**config.mk**
```make
export PLATFORM = sky130hd
export DESIGN_NAME = mem_access_unit_flat
export DESIGN_NICKNAME = d
export VERILOG_FILES = /design/src/rtl/mem_access_unit_pkg.sv /design/src/rtl/mem_access_unit_if.sv /design/src/rtl/mem_access_unit_data_mem_sync.sv /design/src/rtl/mem_access_unit.sv /design/src/flat_wrapper.sv
export SDC_FILE = /design/constraint.sdc
export NUM_CORES = 2
export LEC_CHECK = 0
export BUFFER_PORTS_ARGS = -buffer_cell sky130_fd_sc_hd__buf_4
export CAP_MARGIN = 20
export CORE_UTILIZATION = 55
export DETAILED_ROUTE_END_ITERATION = 8
export PLACE_DENSITY = 0.74
export SLEW_MARGIN = 5
export SYNTH_ARGS = -nofsm -noshare
export SYNTH_HDL_FRONTEND = slang
export SYNTH_SLANG_ARGS = --single-unit
```
**constraint.sdc**
```tcl
create_clock -name clk -period 13.25 [get_ports clk]
set_clock_uncertainty 0.05 [all_clocks]
set_input_delay 2.65 -clock clk [delete_from_list [all_inputs] [get_ports clk]]
set_output_delay 2.65 -clock clk [all_outputs]
set_load 0.01 [all_outputs]
```
**src/rtl/mem_access_unit_pkg.sv**
```systemverilog
// Shared definitions for the memory access unit: operation/select encodings,
// FSM state type and default geometry.
package mem_access_unit_pkg;

  localparam int DEF_DATA_W = 8;
  localparam int DEF_ADDR_W = 8;
  localparam int DEF_DEPTH  = 256;

  typedef enum logic [1:0] {
    OP_NOP   = 2'd0,
    OP_READ  = 2'd1,
    OP_WRITE = 2'd2,
    OP_RMW   = 2'd3
  } mem_op_e;

  // Write-data source select.
  typedef enum logic [1:0] {
    SRC_ACC  = 2'd0,
    SRC_ALU  = 2'd1,
    SRC_SAVE = 2'd2,
    SRC_ZERO = 2'd3
  } mem_src_e;

  // Address source select.
  typedef enum logic [1:0] {
    ADR_HEAD  = 2'd0,
    ADR_STACK = 2'd1,
    ADR_CACHE = 2'd2,
    ADR_ALU   = 2'd3
  } mem_addr_e;

  typedef enum logic {
    ST_IDLE   = 1'b0,
    ST_RMW_WR = 1'b1
  } mau_state_e;

endpackage

```
**src/rtl/mem_access_unit_if.sv**
```systemverilog
// Request/response bundle between a requester and the memory access unit.
//
// Handshake: a request transfers on a rising clk edge where req_valid and
// req_ready are both high; all request fields are sampled on that edge only.
// resp_valid is a one-cycle pulse with no back-pressure; mem_out and oob_err
// are meaningful while it is high, and oob_err is low whenever it is low.
interface mem_access_unit_if
  import mem_access_unit_pkg::*;
#(
  parameter int DATA_W = DEF_DATA_W
) ();

  logic              req_valid;
  logic              req_ready;
  mem_op_e           mem_op;
  mem_src_e          mem_src;
  mem_addr_e         mem_addr;
  logic [DATA_W-1:0] acc_out;
  logic [DATA_W-1:0] alu_out;
  logic [DATA_W-1:0] save_out;
  logic [DATA_W-1:0] head_out;
  logic [DATA_W-1:0] stack_out;
  logic [DATA_W-1:0] cache_out;
  logic [DATA_W-1:0] delta;
  logic              resp_valid;
  logic [DATA_W-1:0] mem_out;
  logic              oob_err;

  modport master (
    output req_valid, mem_op, mem_src, mem_addr,
    output acc_out, alu_out, save_out, head_out, stack_out, cache_out, delta,
    input  req_ready, resp_valid, mem_out, oob_err
  );

  modport slave (
    input  req_valid, mem_op, mem_src, mem_addr,
    input  acc_out, alu_out, save_out, head_out, stack_out, cache_out, delta,
    output req_ready, resp_valid, mem_out, oob_err
  );

endinterface

```
**src/rtl/mem_access_unit_data_mem_sync.sv**
```systemverilog
// Single-port-style word store: synchronous write, registered read with read
// enable so the read register holds between accesses. No reset on contents.
module data_mem_sync #(
  parameter int DATA_W = 8,
  parameter int ADDR_W = 8,
  parameter int DEPTH  = 256
) (
  input  logic              clk,
  input  logic              we,
  input  logic [ADDR_W-1:0] waddr,
  input  logic [DATA_W-1:0] wdata,
  input  logic              re,
  input  logic [ADDR_W-1:0] raddr,
  output logic [DATA_W-1:0] rdata
);

  logic [DATA_W-1:0] mem [DEPTH];

  // Write on we, capture read word on re; callers keep addresses in range.
  always_ff @(posedge clk) begin
    if (we) mem[waddr] <= wdata;
    if (re) rdata <= mem[raddr];
  end

endmodule

```
**src/rtl/mem_access_unit.sv**
```systemverilog
// Memory access unit: selects address/data sources, runs READ/WRITE/RMW
// against data_mem_sync and returns a one-cycle response pulse.
module mem_access_unit
  import mem_access_unit_pkg::*;
#(
  parameter int DATA_W = DEF_DATA_W,
  parameter int ADDR_W = DEF_ADDR_W,
  parameter int DEPTH  = DEF_DEPTH
) (
  input  logic             clk,
  input  logic             rst_n,
  mem_access_unit_if.slave bus,
  output mau_state_e       dbg_state
);

  mau_state_e        state;
  logic              accept;
  logic [DATA_W-1:0] wdata_sel;
  logic [DATA_W-1:0] addr_bus;
  logic [ADDR_W-1:0] addr_sel;
  logic              oob_sel;
  logic [ADDR_W-1:0] addr_q;
  logic [DATA_W-1:0] delta_q;
  logic              rmw_oob_q;
  logic              resp_valid_q;
  logic              oob_q;
  logic              resp_from_mem_q;
  logic [DATA_W-1:0] out_q;
  logic [DATA_W-1:0] rd_data;
  logic [DATA_W-1:0] sum;
  logic              mem_we;
  logic              mem_re;
  logic [ADDR_W-1:0] mem_waddr;
  logic [DATA_W-1:0] mem_wdata;

  assign accept = bus.req_valid && (state == ST_IDLE);

  // Write-data source mux.
  always_comb begin
    wdata_sel = '0;
    case (bus.mem_src)
      SRC_ACC:  wdata_sel = bus.acc_out;
      SRC_ALU:  wdata_sel = bus.alu_out;
      SRC_SAVE: wdata_sel = bus.save_out;
      default:  wdata_sel = '0;
    endcase
  end

  // Address source mux.
  always_comb begin
    addr_bus = '0;
    case (bus.mem_addr)
      ADR_HEAD:  addr_bus = bus.head_out;
      ADR_STACK: addr_bus = bus.stack_out;
      ADR_CACHE: addr_bus = bus.cache_out;
      default:   addr_bus = bus.alu_out;
    endcase
  end

  // Size cast truncates to the low bits or zero-extends as needed.
  assign addr_sel = ADDR_W'(addr_bus);
  assign oob_sel  = ({1'b0, addr_sel} >= (ADDR_W + 1)'(DEPTH));
  assign sum      = rd_data + delta_q;

  // Memory write port: plain WRITE at accept, RMW write-back in RMW_WR.
  always_comb begin
    mem_we    = 1'b0;
    mem_waddr = addr_sel;
    mem_wdata = wdata_sel;
    if (state == ST_RMW_WR) begin
      mem_we    = !rmw_oob_q;
      mem_waddr = addr_q;
      mem_wdata = sum;
    end else if (accept && (bus.mem_op == OP_WRITE)) begin
      mem_we = !oob_sel;
    end
  end

  assign mem_re = accept && !oob_sel &&
                  ((bus.mem_op == OP_READ) || (bus.mem_op == OP_RMW));

  data_mem_sync #(
    .DATA_W (DATA_W),
    .ADDR_W (ADDR_W),
    .DEPTH  (DEPTH)
  ) u_mem (
    .clk   (clk),
    .we    (mem_we),
    .waddr (mem_waddr),
    .wdata (mem_wdata),
    .re    (mem_re),
    .raddr (addr_sel),
    .rdata (rd_data)
  );

  // Control FSM and registered response; out_q keeps mem_out stable between
  // pulses and absorbs the read word after a READ pulse.
  always_ff @(posedge clk or negedge rst_n) begin
    if (!rst_n) begin
      state           <= ST_IDLE;
      resp_valid_q    <= 1'b0;
      oob_q           <= 1'b0;
      resp_from_mem_q <= 1'b0;
      out_q           <= '0;
      addr_q          <= '0;
      delta_q         <= '0;
      rmw_oob_q       <= 1'b0;
    end else begin
      resp_valid_q    <= 1'b0;
      oob_q           <= 1'b0;
      resp_from_mem_q <= 1'b0;
      if (resp_valid_q && resp_from_mem_q) out_q <= rd_data;
      case (state)
        ST_IDLE: begin
          if (accept) begin
            case (bus.mem_op)
              OP_READ: begin
                resp_valid_q    <= 1'b1;
                oob_q           <= oob_sel;
                resp_from_mem_q <= !oob_sel;
                if (oob_sel) out_q <= '0;
              end
              OP_WRITE: begin
                resp_valid_q <= 1'b1;
                oob_q        <= oob_sel;
                out_q        <= wdata_sel;
              end
              OP_RMW: begin
                state     <= ST_RMW_WR;
                addr_q    <= addr_sel;
                delta_q   <= bus.delta;
                rmw_oob_q <= oob_sel;
              end
              default: ;
            endcase
          end
        end
        ST_RMW_WR: begin
          state        <= ST_IDLE;
          resp_valid_q <= 1'b1;
          oob_q        <= rmw_oob_q;
          out_q        <= rmw_oob_q ? '0 : sum;
        end
        default: state <= ST_IDLE;
      endcase
    end
  end

  assign bus.req_ready  = (state == ST_IDLE);
  assign bus.resp_valid = resp_valid_q;
  assign bus.oob_err    = oob_q;
  assign bus.mem_out    = (resp_valid_q && resp_from_mem_q) ? rd_data : out_q;
  assign dbg_state      = state;

endmodule

```
**src/flat_wrapper.sv**
```systemverilog
// flat-port wrapper written by rule: the top's interface ports become plain ports
module mem_access_unit_flat import mem_access_unit_pkg::*;
#(
  parameter int DATA_W = DEF_DATA_W,
  parameter int ADDR_W = DEF_ADDR_W,
  parameter int DEPTH  = DEF_DEPTH
)
  (clk, rst_n, dbg_state, bus_req_valid, bus_mem_op, bus_mem_src, bus_mem_addr, bus_acc_out, bus_alu_out, bus_save_out, bus_head_out, bus_stack_out, bus_cache_out, bus_delta, bus_req_ready, bus_resp_valid, bus_mem_out, bus_oob_err);
  mem_access_unit_if #(.DATA_W(DATA_W)) bus_i ();
  input  logic clk;
  input  logic rst_n;
  output mau_state_e dbg_state;
  input wire logic [$bits(bus_i.req_valid)-1:0] bus_req_valid;
  input wire logic [$bits(bus_i.mem_op)-1:0] bus_mem_op;
  input wire logic [$bits(bus_i.mem_src)-1:0] bus_mem_src;
  input wire logic [$bits(bus_i.mem_addr)-1:0] bus_mem_addr;
  input wire logic [$bits(bus_i.acc_out)-1:0] bus_acc_out;
  input wire logic [$bits(bus_i.alu_out)-1:0] bus_alu_out;
  input wire logic [$bits(bus_i.save_out)-1:0] bus_save_out;
  input wire logic [$bits(bus_i.head_out)-1:0] bus_head_out;
  input wire logic [$bits(bus_i.stack_out)-1:0] bus_stack_out;
  input wire logic [$bits(bus_i.cache_out)-1:0] bus_cache_out;
  input wire logic [$bits(bus_i.delta)-1:0] bus_delta;
  output wire logic [$bits(bus_i.req_ready)-1:0] bus_req_ready;
  output wire logic [$bits(bus_i.resp_valid)-1:0] bus_resp_valid;
  output wire logic [$bits(bus_i.mem_out)-1:0] bus_mem_out;
  output wire logic [$bits(bus_i.oob_err)-1:0] bus_oob_err;
  assign bus_i.req_valid = bus_req_valid;
  assign bus_i.mem_op = bus_mem_op;
  assign bus_i.mem_src = bus_mem_src;
  assign bus_i.mem_addr = bus_mem_addr;
  assign bus_i.acc_out = bus_acc_out;
  assign bus_i.alu_out = bus_alu_out;
  assign bus_i.save_out = bus_save_out;
  assign bus_i.head_out = bus_head_out;
  assign bus_i.stack_out = bus_stack_out;
  assign bus_i.cache_out = bus_cache_out;
  assign bus_i.delta = bus_delta;
  assign bus_req_ready = bus_i.req_ready;
  assign bus_resp_valid = bus_i.resp_valid;
  assign bus_mem_out = bus_i.mem_out;
  assign bus_oob_err = bus_i.oob_err;
  mem_access_unit #(.DATA_W(DATA_W), .ADDR_W(ADDR_W), .DEPTH(DEPTH)) u_core (.clk(clk), .rst_n(rst_n), .bus(bus_i), .dbg_state(dbg_state));
endmodule
```
==> results.toml <==
[cts]
hold_buffers = 0
cts_made_buffers = 195
path_clk_slew_ns = 0.06
cts.sinks = 2083
cts-root-buf = "clkbuf_16"
cts_tree = "done"
postCtsSetupRepairBufs = 0
ctsResizeCount = 0
htreeDepth = 4
ctsLongestPathBuffers = 3
clkLatencyLatePin_ns = 0.87

[sta]
drv_slew = 0
min_period_ns = 7.12
fmax_mhz = 140
min_period_over_period_pct = 53.7
setup_ws_ns = 6.13
maxSlewHeadroom_pct = 17.7
rsz0062_at_grt = "no"
setup_viol_count_final = 0
holdWs_ns = 0.461
setup_tns_ns = 0
hold_viol = 0
worst_pin_slew_ns = 1.23

[global_route]
grt_pass1_vias = 46159
grt_pass1_wl_mm = 323
grt_max_degree = 197
antenna_found_initial = 10
grt.total_usage_pct = 29.4
grt-ovfl-total = 0

[setup_path]
cp_data_arrival_time_ns = 7.60
crit_type = "in -> reg"
end_kind = "flop"
r2r-start = "u_core.dbg_state$_DFF_PN0_"
endpoint = "u_core.u_mem.rdata[3]$_DFFE_PP_"
r2r-end = "u_core.u_mem.mem[41][7]$_DFFE_PP_"
crit_path_start = "bus_mem_addr[0]"
path_common_cell = "buf_4"
path_max_fanout = 56
worst_path_largest_cell_delay_ns = 1.05
r2r_slack_ns = 8.80
cp_data_required_time_ns = 13.73
slowest_stage = "nor4_1"
worst-r2r-cell-count = 6
cp_cell_sequence = "buf_4 -> mux4_4 -> buf_4 -> buf_4 -> mux4_2 -> a2111oi_0 -> a21oi_1 -> nor4_1 -> a311oi_1"
start_kind = "primary input"

[floorplan]
start_util_pct = 55.5
die_w_um = 392
dieArea_um2 = 153000
io_pins = 77
core_um2 = 150000
die_h_um = 392
rows = 142

[power]
swShare_pct = 24.6
power_frac_seq_pct = 50.7
powerDensity_nw_per_um2 = 160
clock_power_share_pct = 38.5
power_switching_mw = 3.62
vdd_drop_max_mv = 0.145
leakage_nw = 29.9
intPower_mw = 11.1
comb_power_share_pct = 10.8

[detailed_routing]
wirelength_mm = 226
wl_per_cell_um = 31.4
ant_nets = 0
viasPerCell = 6.69
drc = 0
drt_pre_antenna_iters = 7
drt_iter0_drc = 7761
route.vias.total = 48180

[placement]
place_congestion = 0.912
dp_slack_ns = 5.51
dp_hpwl_mm = 131
io_buffers = 75

[final_layout]
drive_gt1_share_pct = 14.1
fillCellCount = 10457
nets = 5091
syn_to_final_growth_pct = 10.5

[hold_path]
holdCritPathClass = "reg -> reg"

[synth]
seq_area_frac_synth_pct = 74.8
synth_enable_flop_cells = 2056
syn-mean-instance-area_um2 = 16.8
syn-cell-area_um2 = 83500
synth.distinct_cells = 82
syn_inst = 4973
async_reset_ff_share_pct = 1.30
yosysWarnings = 0
ys.flop_type = "edfxtp_1"
ys_ff_latch = 2083
synth_fp_nets = 5049

[run]
drv_cap = 0

[run_status]
status = "finished clean"
-- worst min path at each step --
stage                                       startpoint                      endpoint  slack, ns  cells past startpoint
after floorplan           u_core.addr_q[0]$_DFFE_PN0P_  u_core.addr_q[0]$_DFFE_PN0P_       0.41                      2
after global routing      u_core.addr_q[6]$_DFFE_PN0P_  u_core.addr_q[6]$_DFFE_PN0P_       0.48                      1
final                     u_core.addr_q[6]$_DFFE_PN0P_  u_core.addr_q[6]$_DFFE_PN0P_       0.46                      1
after global placement    u_core.addr_q[2]$_DFFE_PN0P_  u_core.addr_q[2]$_DFFE_PN0P_       0.43                      2
after detailed placement  u_core.addr_q[0]$_DFFE_PN0P_  u_core.addr_q[0]$_DFFE_PN0P_       0.44                      2
after CTS                 u_core.addr_q[0]$_DFFE_PN0P_  u_core.addr_q[0]$_DFFE_PN0P_       0.46                      2
-- area by class of cell --
type | instances | area, um2 | area share, %
Clock inverter | 131 | 1430 | 1.55
Clock buffer | 228 | 5030 | 5.46
Antenna cell | 6 | 15.0 | 0.0163
Timing Repair Buffer | 176 | 1440 | 1.56
Inverter | 16 | 60.1 | 0.0651
Multi-Input combinational cell | 2543 | 19300 | 21.0
Sequential cell | 2083 | 62400 | 67.6
Tap cell | 2016 | 2520 | 2.73
-- layer usage --
layer	part of all wire, %	global-route usage (%)	up-vias
met1	36	40.1	24106
met3	13	7.92	635
li1	-	-	19807
met4	5.0	13.4	12
met2	46	44.5	3620
met5	0.035	0	-
-- cells in the mapped netlist (15+ instances only) --
master | instances | area (um2)
a21oi_1 | 149 | 746
inv_1 | 16 | 60.1
dfrtp_1 | 27 | 676
mux2_2 | 41 | 462
o21ai_0 | 76 | 380
mux2i_1 | 358 | 3580
a211oi_1 | 106 | 796
clkbuf_1 | 126 | 473
and3_1 | 15 | 93.8
nor2_1 | 311 | 1170
buf_6 | 25 | 282
nor4_1 | 18 | 113
a22oi_1 | 24 | 180
edfxtp_1 | 2056 | 61700
nand4_1 | 19 | 119
buf_2 | 101 | 505
a311oi_1 | 67 | 587
nor3_1 | 24 | 120
a31oi_1 | 43 | 269
nor2b_1 | 94 | 588
nand3_1 | 88 | 440
o22ai_1 | 76 | 475
buf_4 | 65 | 488
o221ai_1 | 107 | 937
nand2_1 | 551 | 2070
mux4_2 | 192 | 4320
-- cells in the final DEF, fill, tap and decap left out, drive strengths merged, types with 41 or more instances in the layout --
cell type  Yosys  layout
clkbuf       126     228
clkinv         0      88
o22ai         76      76
buf          205     176
a21oi        149     149
nor2         312     312
mux2          41      41
nand2        551     551
a31oi         43      43
mux2i        358     358
o221ai       107     107
a211oi       106     106
nand3         88      88
a311oi        67      67
nor2b         94      94
mux4         195     195
edfxtp      2056    2056
o21ai         79      79
-- registers in the layout (all words and copies together) (netlist names) --
register                flops
u_core.u_mem.mem         2048
u_core.resp_from_mem_q      1
u_core.out_q                8
u_core.addr_q               8
u_core.delta_q              8
u_core.bus.resp_valid       1
u_core.u_mem.rdata          8
u_core.dbg_state            1
-- power by group through the flow --
stage	clock (mW)	sequential, mW	combinational, mW
6_report	5.68	7.47	1.59
4_1_cts	5.69	7.47	1.55
2_1_floorplan	0	7.69	0.947
3_5_place_dp	0	7.61	1.54
5_1_grt	5.93	7.47	1.64
3_3_place_gp	0	7.61	1.51
-- cell families (layout without fill, tap and decap cells) --
kind of cell / after synthesis / after routing / synth area share, %
AOI/OAI and AO/OA: 777 / 777 / 6.65
xor gates and xnor gates: 7 / 7 / 0.0734
adders and majority gates: 11 / 11 / 0.174
buffers and inverters: 347 / 551 / 2.28
DFF: 2083 / 2083 / 74.8
muxes: 594 / 594 / 10.1
other: 1 / 7 / 0.00449
and+or+nand+nor: 1153 / 1153 / 5.93
-- worst max-delay path: cells and delay by family --
kind | cells | cell delay, ns
simple gates | 1 | 1.05
mux | 2 | 1.39
buf+inv | 3 | 1.48
compound gates | 3 | 0.86
-- metrics by stage --
step / utilization, % / cells / cell area, um2 / power (mW)
2_1_floorplan: - / 4973 / 83500 / 8.63
3_3_place_gp: 57.0 / 6830 / 85700 / 9.11
3_5_place_dp: 57.0 / 6831 / 85700 / 9.15
4_1_cts: 61.3 / 7190 / 92200 / 14.7
5_1_grt: 61.4 / 7193 / 92300 / 15.0
6_report: 61.4 / 7199 / 92300 / 14.7
Note: power is estimated with default switching activity, not from simulation.
